<file path="config.mk">
export PLATFORM = sky130hd
export DESIGN_NAME = seg_display_scanner
export DESIGN_NICKNAME = d
export VERILOG_FILES = /design/src/rtl/seg_display_scanner.sv
export SDC_FILE = /design/constraint.sdc
export NUM_CORES = 1
export LEC_CHECK = 0
export BUFFER_PORTS_ARGS = -buffer_cell sky130_fd_sc_hd__buf_2
export CAP_MARGIN = 20
export CORE_MARGIN = 2
export CORE_UTILIZATION = 30
export DETAILED_ROUTE_END_ITERATION = 10
export PLACE_DENSITY = 0.59
export SYNTH_ARGS = -nofsm -noshare
export SYNTH_HDL_FRONTEND = slang
export SYNTH_SLANG_ARGS = --single-unit
</file>
<file path="constraint.sdc">
create_clock -name clk -period 3.2 [get_ports clk]
set_input_delay 0.16 -clock clk [delete_from_list [all_inputs] [get_ports clk]]
set_output_delay 0.16 -clock clk [all_outputs]
set_load 0.02 [all_outputs]
</file>
<file path="src/rtl/seg_display_scanner.sv">
// seg_display_scanner
// Drives a 4-digit multiplexed seven-segment display from four BCD digits.
// One digit is lit at a time. Each digit gets BCD decoding and optional
// leading-zero suppression. The whole display can be blanked, steadily or
// blinking, and the blink phase can be restarted with blink_sync.
// Every output is registered. Each is computed from the next-state scan
// index and the current inputs, so anode, cathode and digit_sel always
// change on the same edge.
module seg_display_scanner #(
   parameter int DWELL_CYCLES      = 1,
   parameter int BLINK_HALF_CYCLES = 50,
   parameter bit ACTIVE_LOW        = 1'b1
) (
   input  logic       clk,
   input  logic       rst,
   input  logic [3:0] val1,
   input  logic [3:0] val2,
   input  logic [3:0] val3,
   input  logic [3:0] val4,
   input  logic [1:0] blink_mode,
   input  logic       blink_sync,
   input  logic       lz_en,
   output logic [3:0] led_anodes,
   output logic [6:0] led_cathodes,
   output logic [1:0] digit_sel
);

   localparam int DW = (DWELL_CYCLES > 1) ? $clog2(DWELL_CYCLES) : 1;
   localparam int BW = (BLINK_HALF_CYCLES > 1) ? $clog2(BLINK_HALF_CYCLES) : 1;

   localparam logic [3:0] AN_OFF = ACTIVE_LOW ? 4'hF : 4'h0;
   localparam logic [6:0] CA_OFF = ACTIVE_LOW ? 7'h7F : 7'h00;

   logic [1:0]    idx_q, idx_d;
   logic [DW-1:0] dwell_q, dwell_d;
   logic          started_q, started_d;
   logic [BW-1:0] blink_cnt_q, blink_cnt_d;
   logic          blink_on_q, blink_on_d;
   logic [3:0]    anodes_q, anodes_d;
   logic [6:0]    cath_q, cath_d;

   logic [3:0]    digit_val;
   logic          digit_lz_blank;
   logic          blank_all;
   logic [6:0]    seg_al;
   logic [3:0]    an_al;
   logic [6:0]    ca_al;

   // Scan index and dwell counter. The first edge after reset only arms the
   // scanner, so digit 0 gets its full dwell starting from that edge.
   always_comb begin
      idx_d     = idx_q;
      dwell_d   = dwell_q;
      started_d = 1'b1;
      if (started_q) begin
         if (dwell_q == DW'(DWELL_CYCLES - 1)) begin
            dwell_d = '0;
            idx_d   = idx_q + 2'd1;
         end else begin
            dwell_d = dwell_q + DW'(1);
         end
      end
   end

   // Blink phase. The counter runs in every mode, and a sync pulse wins
   // over the terminal count.
   always_comb begin
      blink_cnt_d = blink_cnt_q;
      blink_on_d  = blink_on_q;
      if (blink_sync) begin
         blink_cnt_d = '0;
         blink_on_d  = 1'b1;
      end else if (blink_cnt_q == BW'(BLINK_HALF_CYCLES - 1)) begin
         blink_cnt_d = '0;
         blink_on_d  = ~blink_on_q;
      end else begin
         blink_cnt_d = blink_cnt_q + BW'(1);
      end
   end

   // Digit selection, leading-zero suppression, BCD decode and blanking
   // for the digit about to be driven.
   always_comb begin
      digit_val      = val4;
      digit_lz_blank = 1'b0;
      case (idx_d)
         2'd0: digit_val = val4;
         2'd1: begin
            digit_val      = val3;
            digit_lz_blank = lz_en && (val1 == 4'd0) && (val2 == 4'd0) && (val3 == 4'd0);
         end
         2'd2: begin
            digit_val      = val2;
            digit_lz_blank = lz_en && (val1 == 4'd0) && (val2 == 4'd0);
         end
         default: begin
            digit_val      = val1;
            digit_lz_blank = lz_en && (val1 == 4'd0);
         end
      endcase

      case (digit_val)
         4'd0:    seg_al = 7'h40;
         4'd1:    seg_al = 7'h79;
         4'd2:    seg_al = 7'h24;
         4'd3:    seg_al = 7'h30;
         4'd4:    seg_al = 7'h19;
         4'd5:    seg_al = 7'h12;
         4'd6:    seg_al = 7'h02;
         4'd7:    seg_al = 7'h78;
         4'd8:    seg_al = 7'h00;
         4'd9:    seg_al = 7'h10;
         default: seg_al = 7'h7F;
      endcase

      blank_all = (blink_mode == 2'b10) || ((blink_mode == 2'b01) && !blink_on_d);
      an_al     = blank_all ? 4'hF : ~(4'b0001 << idx_d);
      ca_al     = (blank_all || digit_lz_blank) ? 7'h7F : seg_al;
      anodes_d  = ACTIVE_LOW ? an_al : ~an_al;
      cath_d    = ACTIVE_LOW ? ca_al : ~ca_al;
   end

   // State and output registers. Reset is asynchronous, so the display goes
   // dark immediately.
   always_ff @(posedge clk or posedge rst) begin
      if (rst) begin
         idx_q       <= 2'd0;
         dwell_q     <= '0;
         started_q   <= 1'b0;
         blink_cnt_q <= '0;
         blink_on_q  <= 1'b1;
         anodes_q    <= AN_OFF;
         cath_q      <= CA_OFF;
      end else begin
         idx_q       <= idx_d;
         dwell_q     <= dwell_d;
         started_q   <= started_d;
         blink_cnt_q <= blink_cnt_d;
         blink_on_q  <= blink_on_d;
         anodes_q    <= anodes_d;
         cath_q      <= cath_d;
      end
   end

   assign led_anodes   = anodes_q;
   assign led_cathodes = cath_q;
   assign digit_sel    = idx_q;

endmodule

</file>
==> key figures <==
Status
  • Status: complete, no violations

Worst setup path
  • R2r startpoint: digit_sel[0]
  • Critical path arrival: about 2500 ps
  • Worst-case reg-to-reg path depth: 6
  • Critical-path top delay cell: dfrtp_1
  • Reg2reg setup slack: about 920 ps
  • Crit-path max cell delay: ~750 ps
  • CP cell instances: buf_4 > mux2i_1 > mux4_2 > nor2b_4 > o21a_1 > o21ai_1
  • Critical path fanouts, max: 13
  • CP Capture Type: flop
  • Crit path kind: flop to flop
  • WP data required: approximately 3400 ps
  • Startpoint types: flop
  • FF-to-FF End: led_cathodes[0]

Power
  • P_sw: about 0.57 mW
  • P per Cell Area: about 800 nW/um2
  • Max IR drop VDD: between 0.2 and 0.25 mV
  • Static leakage: approximately 0.74 nW
  • Comb pwr share: between 50% and 60%
  • Seq pwr share: between 30 and 40%
  • Internal power: 0.779 mW
  • Net Sw Frac: between 40% and 50%
  • Clock share of power: 12.8%

Drt
  • Via density: ~5
  • Routed len/inst: approximately 13 um
  • DRC viols: 0
  • DR pass1 iterations: 5
  • Vias post-DR: 1100
  • Final ANT Viol Nets: 0
  • Total routed wirelength: roughly 2.8 mm
  • Initial DRC count: 47

Placement
  • Post-DP HPWL: approximately 2.3 mm
  • Inst Count DP: 217
  • IO buf count: 34
  • GP Congestion: between 0.8 and 0.9

Global route
  • Initial antenna violation count: 0
  • Met2 usage: 19.3%
  • Total track usage: approximately an eighth
  • GRT overflow: 0
  • Met3 GRT Util: 1.67%
  • Largest net degree at the start of global routing: 22
  • GRT busiest layer: met2
  • Grt met1 use: around 17%
  • Global-route wire length before repair: around 5 mm
  • Vias in the first global route: 1108

Logic synthesis
  • Synth cell types: 38
  • Mean Syn Cell Area: around 10 um2
  • Synth area leader: dfstp_2
  • Post-synthesis mux area share: 17.8%
  • Area contributors post-synth: dfstp_2, dfrtp_1, mux2i_1, mux4_2, ha_1
  • Yosys reg bits: 21
  • Share of the yosys chip area belonging to registers: 38.4%
  • Compound-Gate Fraction of Synth Area: 9.78%
  • Ys Warns: 0
  • Gate Count Post-Synth: 135
  • Largest family of logic cells by synthesized area: simple AND/OR/NAND/NOR gates
  • Synth Area in Simple Gates: roughly a fifth
  • Post-synth top area share: between 20 and 25%
  • Synth Net Count: 162
  • XOR/XNOR share of the synthesized area: under 10%
  • Adder-Cell Fraction of Synth Area: under 10%
  • Post-synthesis cell area: ~1400 um2

Timing
  • Setup Skew: between 1 and 1.5 ps
  • Hold Vio Cnt, Final: 0
  • RSZ-0062 raised after global routing: false
  • Worst-Margin Slew: 759 ps
  • Max_slew headroom: approximately half
  • Final period utilization: 71.3%
  • Setup-failing EPs final: 0
  • Setup TNS: 0 ps
  • Final Slew Violations: 0
  • Fmax: about 440 MHz
  • Crit path time final: around 2300 ps

Final layout
  • Ant diodes: 0
  • Final #Nets: 197
  • Non-Filler Instances: about 220
  • Area growth syn-to-layout: 16.8%
  • Share of cells above drive strength 1: between 30% and 40%

Die
  • Starting Density: a little under a third
  • Core ar.: about 4400 um2
  • Rows: 24
  • IO Pins: 35
  • Chip Width: about 73 um
  • Die Span Y: around 73 um
  • Die ar.: 5260 um2

CTS
  • CTS tree: built
  • Hold-fix buffers, CTS: 0
  • Post_cts resized: 0
  • Cts bufs inserted: 3
  • Post CTS Setup Buffer Count: 0
  • Worst-skew pair later-pin latency: about 260 ps
  • Clk sink count: 21
  • Root Driver: clkbuf_8
  • Clock Pin Slew Worst Setup and Hold Paths: about 70 ps
  • CTS max path bufs: 2
  • H-tree depth: 1

Run
  • Max cap viols: 0

Worst hold path
  • Worst Hold Class: primary input to async pin
per-layer routing:
layer / share of wire [%] / up-vias
li1: - / 544
met1: 48 / 510
met2: 45 / 41
met3: 6.4 / 5
met4: 0.89 / 0
met5: 0 / -
critical path: cells and delay by family (launching register included):
| kind | cells | cell delay, ps |
|---|---|---|
| buffers and inverters | 1 | 320 |
| DFF | 1 | 750 |
| and+or+nand+nor | 1 | 180 |
| AOI/OAI and AO/OA | 2 | 290 |
| muxes | 2 | 670 |
how the worst max path moves through the flow:
stage | to | start | depth (start not counted) | slack [ps]
2_1_floorplan | led_cathodes[3] | digit_sel[0] | 9 | 1010
3_3_place_gp | led_cathodes[0] | digit_sel[0] | 6 | 970
3_5_place_dp | led_cathodes[0] | digit_sel[0] | 6 | 940
4_1_cts | led_cathodes[0] | digit_sel[0] | 6 | 910
5_1_grt | led_cathodes[0] | digit_sel[0] | 6 | 760
6_report | led_cathodes[0] | digit_sel[0] | 6 | 920
sequential cells by signal, summed over array words and instances, names as in the netlist:
signal and flops:
led_anodes 4, blink_on_q 1, led_cathodes 7, blink_cnt_q 6, digit_sel 2, started_q 1
per-stage QoR:
step | worst slack (ps) | area, um2 | util [%] | total power, mW | hold slack, ps
4_1_cts | 907 | 1640 | 37.0 | 1.36 | 52.6
2_1_floorplan | 1010 | 1410 | - | 1.06 | 128
6_report | 919 | 1640 | 37.0 | 1.35 | 26.2
5_1_grt | 761 | 1640 | 37.0 | 1.47 | 99.1
3_3_place_gp | 974 | 1600 | 36.0 | 1.18 | 329
3_5_place_dp | 941 | 1600 | 36.0 | 1.18 | 341
layout make-up:
cell class                      instances  area (um2)
Clock buffer                            4        45.0
Fill cell                             438        2800
Multi-Input combinational cell        102         790
Timing Repair Buffer                   35         178
Sequential cell                        21         541
Inverter                                7        26.3
Tap cell                               52        65.1
power by group through the flow:
stage	logic [mW]	clock network (mW)	registers (mW)
CTS	0.724	0.177	0.459
detailed placement	0.719	0	0.464
floorplan	0.560	0	0.496
finish	0.719	0.172	0.456
global placement	0.719	0	0.463
global route	0.809	0.186	0.472
cell usage after synthesis (all sizes together):
| master | n |
|---|---|
| nor3b | 2 |
| o21a | 4 |
| clkbuf | 1 |
| buf | 4 |
| mux2i | 16 |
| dfstp | 12 |
| nor4b | 2 |
| ha | 5 |
| a31oi | 1 |
| nand2b | 5 |
| nor4 | 4 |
| nor3 | 3 |
| o211ai | 1 |
| inv | 7 |
| nand3 | 3 |
| o21bai | 1 |
| or3 | 2 |
| a2111o | 1 |
| dfrtp | 9 |
| conb | 1 |
| o41ai | 1 |
| a21boi | 1 |
| nor2b | 1 |
| xnor2 | 3 |
| xor2 | 3 |
| nand2 | 12 |
| nand4b | 1 |
| or3b | 1 |
| mux4 | 4 |
| o21ai | 8 |
| nor2 | 16 |
logic make-up after synthesis:
| logic type | after synthesis |
|---|---|
| fa+ha+maj | 5 |
| xor+xnor | 6 |
| compound gates | 18 |
| buf+inv | 12 |
| flops | 21 |
| simple gates | 52 |
| mux | 20 |
| other cells | 1 |
cell usage in the layout, fill, tap and decap left out, drive strengths merged, types with 4 or more instances in the layout:
master,n
nor2,16
nand2,12
mux2i,16
mux4,4
dfstp,12
ha,5
o21ai,8
buf,35
o21a,4
dfrtp,9
nand2b,5
inv,7
clkbuf,4
nor4,4
Note: power is estimated with default switching activity, not from simulation.
